### config.mk
export PLATFORM = sky130hd
export DESIGN_NAME = corescore_emitter_uart
export DESIGN_NICKNAME = d
export VERILOG_FILES = /design/src/rtl/corescore_emitter_uart_pkg.sv /design/src/rtl/corescore_emitter_uart.sv
export SDC_FILE = /design/constraint.sdc
export NUM_CORES = 1
export LEC_CHECK = 0
export CORE_MARGIN = 2
export CORE_UTILIZATION = 58
export DETAILED_ROUTE_END_ITERATION = 7
export PLACE_DENSITY_LB_ADDON = 0.3
export SLEW_MARGIN = 20
export SYNTH_ARGS = -nofsm -noshare
export SYNTH_HDL_FRONTEND = slang
export SYNTH_SLANG_ARGS = --single-unit
### constraint.sdc
create_clock -name clk -period 3.72 [get_ports clk]
set_input_delay 0.744 -clock clk [delete_from_list [all_inputs] [get_ports clk]]
set_output_delay 0.744 -clock clk [all_outputs]
set_load 0.02 [all_outputs]
### src/rtl/corescore_emitter_uart_pkg.sv
// corescore_emitter_uart_pkg
//   Frame-format constants and the frame builder shared by the UART emitter.
//   An 8N1 frame is ten bits on the wire: start (0), eight data bits LSB
//   first, stop (1).
package corescore_emitter_uart_pkg;

  localparam int FRAME_BITS = 10;

  // Wire-order frame image. Bit 0 goes out first, so the word is shifted
  // right and its LSB drives the line.
  function automatic logic [FRAME_BITS-1:0] frame_word(input logic [7:0] data);
    return {1'b1, data, 1'b0};
  endfunction

endpackage

### src/rtl/corescore_emitter_uart.sv
// corescore_emitter_uart
//   Transmit-only 8N1 UART. One byte is accepted when i_valid and o_ready are
//   both high on a rising clk edge; the frame starts on the very next cycle
//   and lasts exactly 10*DIV cycles, DIV = clk_freq_hz / baud_rate.
//
// Ports
//   clk        system clock, rising edge
//   reset      synchronous, active-high; aborts any frame in flight
//   i_data     byte to send, latched on acceptance only
//   i_valid    send request; ignored while busy (no queuing)
//   o_ready    registered; high when idle. !o_ready is the busy flag
//   o_uart_tx  registered serial line, idle high
module corescore_emitter_uart
  import corescore_emitter_uart_pkg::*;
#(
  parameter int clk_freq_hz = 100000000,
  parameter int baud_rate   = 1000000
) (
  input  logic       clk,
  input  logic       reset,
  input  logic [7:0] i_data,
  input  logic       i_valid,
  output logic       o_ready,
  output logic       o_uart_tx
);

  localparam int DIV       = clk_freq_hz / baud_rate;
  localparam int FRAME_LEN = FRAME_BITS * DIV;
  localparam int CNT_W     = (DIV < 2) ? 1 : $clog2(DIV);

  localparam logic [CNT_W-1:0] BAUD_RELOAD = CNT_W'(DIV - 1);
  localparam logic [3:0]       LAST_BIT    = 4'(FRAME_BITS - 1);

  // A one-cycle bit period cannot hold the counter scheme together.
  if (DIV < 2) begin : g_div_check
    $error("corescore_emitter_uart: DIV=%0d (frame %0d cycles) must be >= 2",
           DIV, FRAME_LEN);
  end

  logic [CNT_W-1:0]      baud_cnt;
  logic [3:0]            bit_cnt;
  logic [FRAME_BITS-1:0] shreg;

  always_ff @(posedge clk) begin
    if (reset) begin
      o_uart_tx <= 1'b1;
      o_ready   <= 1'b1;
      baud_cnt  <= '0;
      bit_cnt   <= '0;
      shreg     <= '1;
    end else if (o_ready) begin
      if (i_valid) begin
        shreg     <= frame_word(i_data);
        o_uart_tx <= 1'b0;            // start bit on the next cycle, no gap
        o_ready   <= 1'b0;
        baud_cnt  <= BAUD_RELOAD;
        bit_cnt   <= '0;
      end
    end else if (baud_cnt != '0) begin
      baud_cnt  <= baud_cnt - 1'b1;
      o_uart_tx <= shreg[0];          // hold current bit
    end else begin
      // Bit boundary: shift ones in from the top so the word drains to idle.
      baud_cnt <= BAUD_RELOAD;
      shreg    <= {1'b1, shreg[FRAME_BITS-1:1]};
      if (bit_cnt == LAST_BIT) begin
        // End of stop bit: line stays high, ready again on this edge.
        o_ready   <= 1'b1;
        o_uart_tx <= 1'b1;
        bit_cnt   <= '0;
      end else begin
        o_uart_tx <= shreg[1];
        bit_cnt   <= bit_cnt + 4'd1;
      end
    end
  end

endmodule

==> results.md, run 1 <==
- Relative slew slack: 59.4%
- CP Class: flip-flop to output pin
- Worst-path clk slew: 0.14 ns
- Max cap viols: 0
- H-tree depth: 1
- Global-route wire length before repair: 3.60 mm
- Routed wire length: 2.22 mm
- # clock sinks: 22
- Total number of yosys warnings: 0
- Setup Buffers After CTS: 0
- Synth area leader: dfxtp_1
- Antenna viol nets, final: 0
- Layout cells sized above 1: 7.19%
- Yosys top cell area share: 39.2%
- Fin crit period: 2.50 ns
- RSZ-0062 raised after global routing: false
- Mapped Nets: 144
- Synth cell count leaders: dfxtp_1 (22), nor2_1 (16), nor3_1 (11)
- Number of global-route vias before repair: 837
- Vias post-DR: 969
- Crit share post-route: 67.1%
- Mapped cell area: 1120 um^2
- Slew Limit Fails: 0
- Fillers: 126
- Final Hold Viols: 0
- Chip width: 48.0 um
- PortBufs: 12
- Reg2Reg Depth: 4
- Power Dens Cells: 440 nW/um^2
- DRC: 0
- Async set or reset register ratio after synthesis: 0%
- Cell Chain, Critical Path: clkdlybuf4s50_1
- Hold path start: shreg[3]
- Clk buf depth: 2
- Total track usage: 22.6%
- Setup TNS: 0 ns
- Final design utilization: 72.8%
- Hold depth: 2
- Max Freq: 400 MHz
- Worst endpoint data arrival time: 1.75 ns
- CP max FO: 20
- CTS root buf: clkbuf_4
- Startpoint type of the worst setup path: flip-flop
- Row Count: 15
- CTS buffer count: 3
- Worst-margin pin slew: 0.608 ns
- R2R Path Start: o_ready
- Crit-path max cell delay: 0.73 ns
- Starting density of the core: 63.0%
- Register area share after synthesis: 39.2%
- Outcome: finished clean
- CP top delay family: flip-flops
- Crit end category: output pin
- Chip Height: 48.0 um
- # setup viols final: 0
- Critical path's slowest cell: dfxtp_1
- Gp weighted congestion: 0.785
- Syn avg cell area: 8.71 um^2
- DR pass1 iterations: 4
- Wire length per cell: 13.5 um
- Cts hold-fix bufs: 0
- Nets: 155
- Initial antenna violation count: 0
- CTS tree: yes
- Die footprint: 2310 um^2
- Flop-to-flop setup slack: 1.78 ns
- Global route total overflow: 0
- Post_cts resized: 0
- Dpl hpwl: 1.59 mm
- Largest net degree at the start of global routing: 21
- Dominant cells by area after synthesis: dfxtp_1 (39%), a2111oi_0 (5.5%), nor2_1 (5.3%)
- Worst hold path class: flip-flop to flip-flop
- Worst r2r dst: shreg[6]
- Dominant synthesized flop cell: dfxtp_1
- Via/cell ratio: 5.91
- Number of enable flip-flop cells after synthesis: 0
- Worst Setup SP: o_ready
- Critical Path RT: 2.98 ns
- Worst skew pair latency: 0.32 ns
- Hold Path Sink: shreg[3]
- Worst vdd rail ir drop: 259 uV
- Cell count after synthesis: 129
- Top-count cell post-synth: dfxtp_1
- Area delta synth->final: 15.5%
- Initial drt markers: 6
- I/O Pins: 13
- Core area: 1780 um^2
- Clk_skew: 0.0148 ns
- Leakage: 0.459 nW
- Worst path bufs/invs: 1
- Yosys reg bits: 22
- Library cells used by synthesis: 39
- # diodes: 0
-- power breakdown --
part / leakage (nW) / internal, mW / switching (mW)
registers: 0.181 / 0.255 / 0.0210
logic: 0.250 / 0.0520 / 0.0560
clock network: 0.0279 / 0.109 / 0.0776
total: 0.459 / 0.416 / 0.155
-- per-stage QoR --
step,area [um^2],std cells,setup WS (ns),hold slack [ns],power [mW]
2_1_floorplan,1120,129,2.02,0.441,0.358
3_3_place_gp,1240,160,1.40,0.453,0.384
3_5_place_dp,1240,160,1.30,0.468,0.388
4_1_cts,1300,164,1.22,0.498,0.570
5_1_grt,1300,164,1.12,0.530,0.593
6_report,1300,164,1.22,0.498,0.571
-- worst max-delay path by stage --
stage	end	cells past startpoint
after floorplan	shreg[2]	5
after global placement	shreg[7]	5
after detailed placement	shreg[6]	5
after CTS	o_ready	1
after global routing	o_ready	1
final	o_ready	1
-- cells in the final DEF, fill, tap and decap left out, types with 2 or more instances in the layout --
master / n
a21oi_1: 6
nor4_1: 2
nand2b_1: 2
nor2_1: 16
dfxtp_1: 22
o21ai_0: 4
nor2b_1: 2
and2_1: 7
nand2_1: 4
clkdlybuf4s50_1: 12
o22ai_1: 2
clkbuf_4: 3
inv_1: 5
a22oi_1: 2
a2111oi_0: 7
ha_1: 4
nor3_1: 11
nand3b_1: 3
nor3b_1: 2
a211oi_1: 3
-- sequential cells by signal (all words and copies together) (netlist names) --
signal	cells
o_ready	1
baud_cnt	7
o_uart_tx	1
shreg	9
bit_cnt	4
-- tightest hold or removal path: stages, from the launching register on --
cell and delay (ns):
dfxtp_1 0.35, nor3_1 0.05, nor2_1 0.07
-- layer usage --
| metal | routed length [um] | share of wire (%) | global-route usage [%] |
|---|---|---|---|
| met3 | 84 | 3.8 | 2.26 |
| met5 | 0 | 0 | 0 |
| met2 | 1030 | 46 | 37.9 |
| met4 | 38 | 1.7 | 9.73 |
| met1 | 1070 | 48 | 29.2 |
-- layout make-up --
cell class | instances | area [um^2] | share of cell area, %
clock buffer | 3 | 22.5 | 1.74
clock inverter | 1 | 30.0 | 2.31
inverter | 5 | 18.8 | 1.45
multi-input combinational | 95 | 627 | 48.3
sequential | 22 | 440 | 33.9
tap | 25 | 31.3 | 2.41
timing repair buffer | 13 | 128 | 9.84
-- cell families (layout without fill, tap and decap cells) --
family | Yosys count | count (layout) | synth area share [%]
flops | 22 | 22 | 39.2
fa+ha+maj | 4 | 4 | 4.45
buf+inv | 12 | 22 | 5.01
xor+xnor | 2 | 2 | 1.56
compound gates | 32 | 32 | 21.6
simple gates | 57 | 57 | 28.2
(Power assumes the default switching activity.)
==> inputs of run 2 (changes only) <==
--- a/config.mk
+++ b/config.mk
@@ -6,7 +6,7 @@
 export NUM_CORES = 1
 export LEC_CHECK = 0
 export CORE_MARGIN = 2
-export CORE_UTILIZATION = 58
+export CORE_UTILIZATION = 54
 export DETAILED_ROUTE_END_ITERATION = 7
 export PLACE_DENSITY_LB_ADDON = 0.3
 export SLEW_MARGIN = 20
==> constraint.sdc (replaced) <==
create_clock -name clk -period 2.4 [get_ports clk]
set_input_delay 0.48 -clock clk [delete_from_list [all_inputs] [get_ports clk]]
set_output_delay 0.48 -clock clk [all_outputs]
set_load 0.02 [all_outputs]
==> results.md, run 2 (synthesis results as in run 1) <==
- Outcome: finished clean (unchanged)
- # diodes: 0 (unchanged)
- WHS: 0.496 ns (was 0.498 ns)
- Critical Path RT: 1.92 ns (was 2.98 ns)
- Top Registers: shreg (9), baud_cnt (7), bit_cnt (4) (unchanged)
- Relative slew slack: 66.8% (was 59.4%)
- Row Count: 16 (was 15)
- Cell Chain, Critical Path: clkdlybuf4s50_1 (unchanged)
- Worst vdd rail ir drop: 442 uV (was 259 uV)
- Routed wire length: 2.22 mm (about the same)
- Cts hold-fix bufs: 0 (unchanged)
- Chip Height: 49.6 um (was 48.0 um)
- CTS buffer count: 3 (unchanged)
- Final total power: 0.884 mW (was 0.571 mW)
- DR pass1 iterations: 4 (unchanged)
- Number of flip-flops in the largest register: 9 (unchanged)
- Crit share post-route: 87.9%
- Core area: 1960 um^2 (was 1780 um^2)
- Most frequent cells in the layout: dfxtp_1 (22), nor2_1 (16), clkdlybuf4s50_1 (12) (unchanged)
- Final Hold Viols: 0 (unchanged)
- Worst-margin pin slew: 0.495 ns (was 0.608 ns)
- # clock sinks: 22 (unchanged)
- CP Class: flip-flop to output pin (unchanged)
- Antenna viol nets, final: 0 (unchanged)
- Slew Limit Fails: 0 (unchanged)
- Setup Buffers After CTS: 0 (unchanged)
- RSZ-0062 raised after global routing: false (unchanged)
- Clk_skew: 0.00873 ns (was 0.0148 ns)
- Largest register by flop count: shreg (unchanged)
- Vias post-DR: 983 (was 969)
- Critical path's slowest cell: clkdlybuf4s50_1 (was dfxtp_1)
- Nets: 156 (was 155)
- CP max FO: 15 (was 20)
- Total track usage: 20.7% (was 22.6%)
- Fin crit period: 2.11 ns
- CP top delay family: buffers and inverters (was flip-flops)
- Leakage: 0.464 nW (was 0.459 nW)
- Power Dens Cells: 676 nW/um^2 (was 440 nW/um^2)
- Die footprint: 2460 um^2 (was 2310 um^2)
- # setup viols final: 0 (unchanged)
- Layout cells sized above 1: 7.86% (was 7.19%)
- Global route total overflow: 0 (unchanged)
- Dpl cells: 163 (was 160)
- Crit end category: output pin (unchanged)
- Area delta synth->final: 16.4% (was 15.5%)
- Worst endpoint data arrival time: 1.63 ns (was 1.75 ns)
- Worst path bufs/invs: 1 (unchanged)
- Chip width: 49.6 um (was 48.0 um)
- Initial antenna violation count: 0 (unchanged)
- Post_cts resized: 0 (unchanged)
- Largest net degree at the start of global routing: 32 (was 21)
- Worst hold path class: flip-flop to flip-flop (unchanged)
- PortBufs: 12 (unchanged)
- Worst-path clk slew: 0.13 ns (was 0.14 ns)
- Worst skew pair latency: 0.31 ns (was 0.32 ns)
- Wire length per cell: 13.3 um (was 13.5 um)
- DRC: 0 (unchanged)
- Dpl hpwl: 1.60 mm (was 1.59 mm)
- CTS tree: yes (unchanged)
- Most common cell after layout, fill and taps aside: dfxtp_1 (unchanged)
- Crit-path max cell delay: 0.69 ns (was 0.73 ns)
- CTS root buf: clkbuf_4 (unchanged)
- Setup TNS: 0 ns (unchanged)
- Max Freq: 474 MHz
- H-tree depth: 1 (unchanged)
- Startpoint type of the worst setup path: flip-flop (unchanged)
- Layout Cells excl Fill: 167 (was 164)
- Gp weighted congestion: 0.806 (was 0.785)
- Global-route wire length before repair: 3.98 mm (was 3.60 mm)
- Final design utilization: 66.6% (was 72.8%)
- Via/cell ratio: 5.89 (was 5.91)
- Clk buf depth: 2 (unchanged)
- Initial drt markers: 24 (was 6)
- I/O Pins: 13 (unchanged)
- Number of global-route vias before repair: 936 (was 837)
- Max cap viols: 0 (unchanged)
- Starting density of the core: 57.3% (was 63.0%)
-- run 2: changes by cell type in the layout (fill, tap and decap cells not counted), sizes merged --
| cell | change |
|---|---|
| buf | +1 |
-- run 2: final timing paths --
path                              endpoint        start  slack, ns  cells past startpoint
worst max register to register  bit_cnt[2]  baud_cnt[0]       0.51                      6
worst max-delay path               o_ready      o_ready       0.29                      1
worst min register to register    shreg[3]     shreg[3]       0.50                      2
worst min-delay path              shreg[3]     shreg[3]       0.50                      2
-- run 2: final cells by class --
type | count | area, um^2
fillers | 182 | 654
repair buffers | 14 | 135
clock buffers | 3 | 22.5
inverters | 5 | 18.8
clock inverters | 1 | 30.0
multi-input cells | 95 | 627
flip-flops and latches | 22 | 440
well taps | 27 | 33.8
-- run 2: power by group --
group / internal [mW] / total, mW / switching (mW)
Combinational: 0.0822 / 0.171 / 0.0889
Sequential: 0.395 / 0.426 / 0.0306
Clock: 0.169 / 0.287 / 0.118
-- run 2: metal layers --
metal / GRT usage (%) / part of all wire (%) / vias to the layer above
met5: 0 / 0 / -
li1: - / - / 498
met3: 2.73 / 2.7 / 6
met1: 26.2 / 48 / 462
met2: 34.4 / 47 / 17
met4: 9.72 / 2.1 / 0
-- run 2: metrics by stage --
stage | setup slack [ns] | cell area, um^2
after detailed placement | 0.267 | 1250
after global placement | 0.359 | 1250
final | 0.291 | 1310
after CTS | 0.269 | 1310
after floorplan | 0.731 | 1120
after global routing | 0.192 | 1310
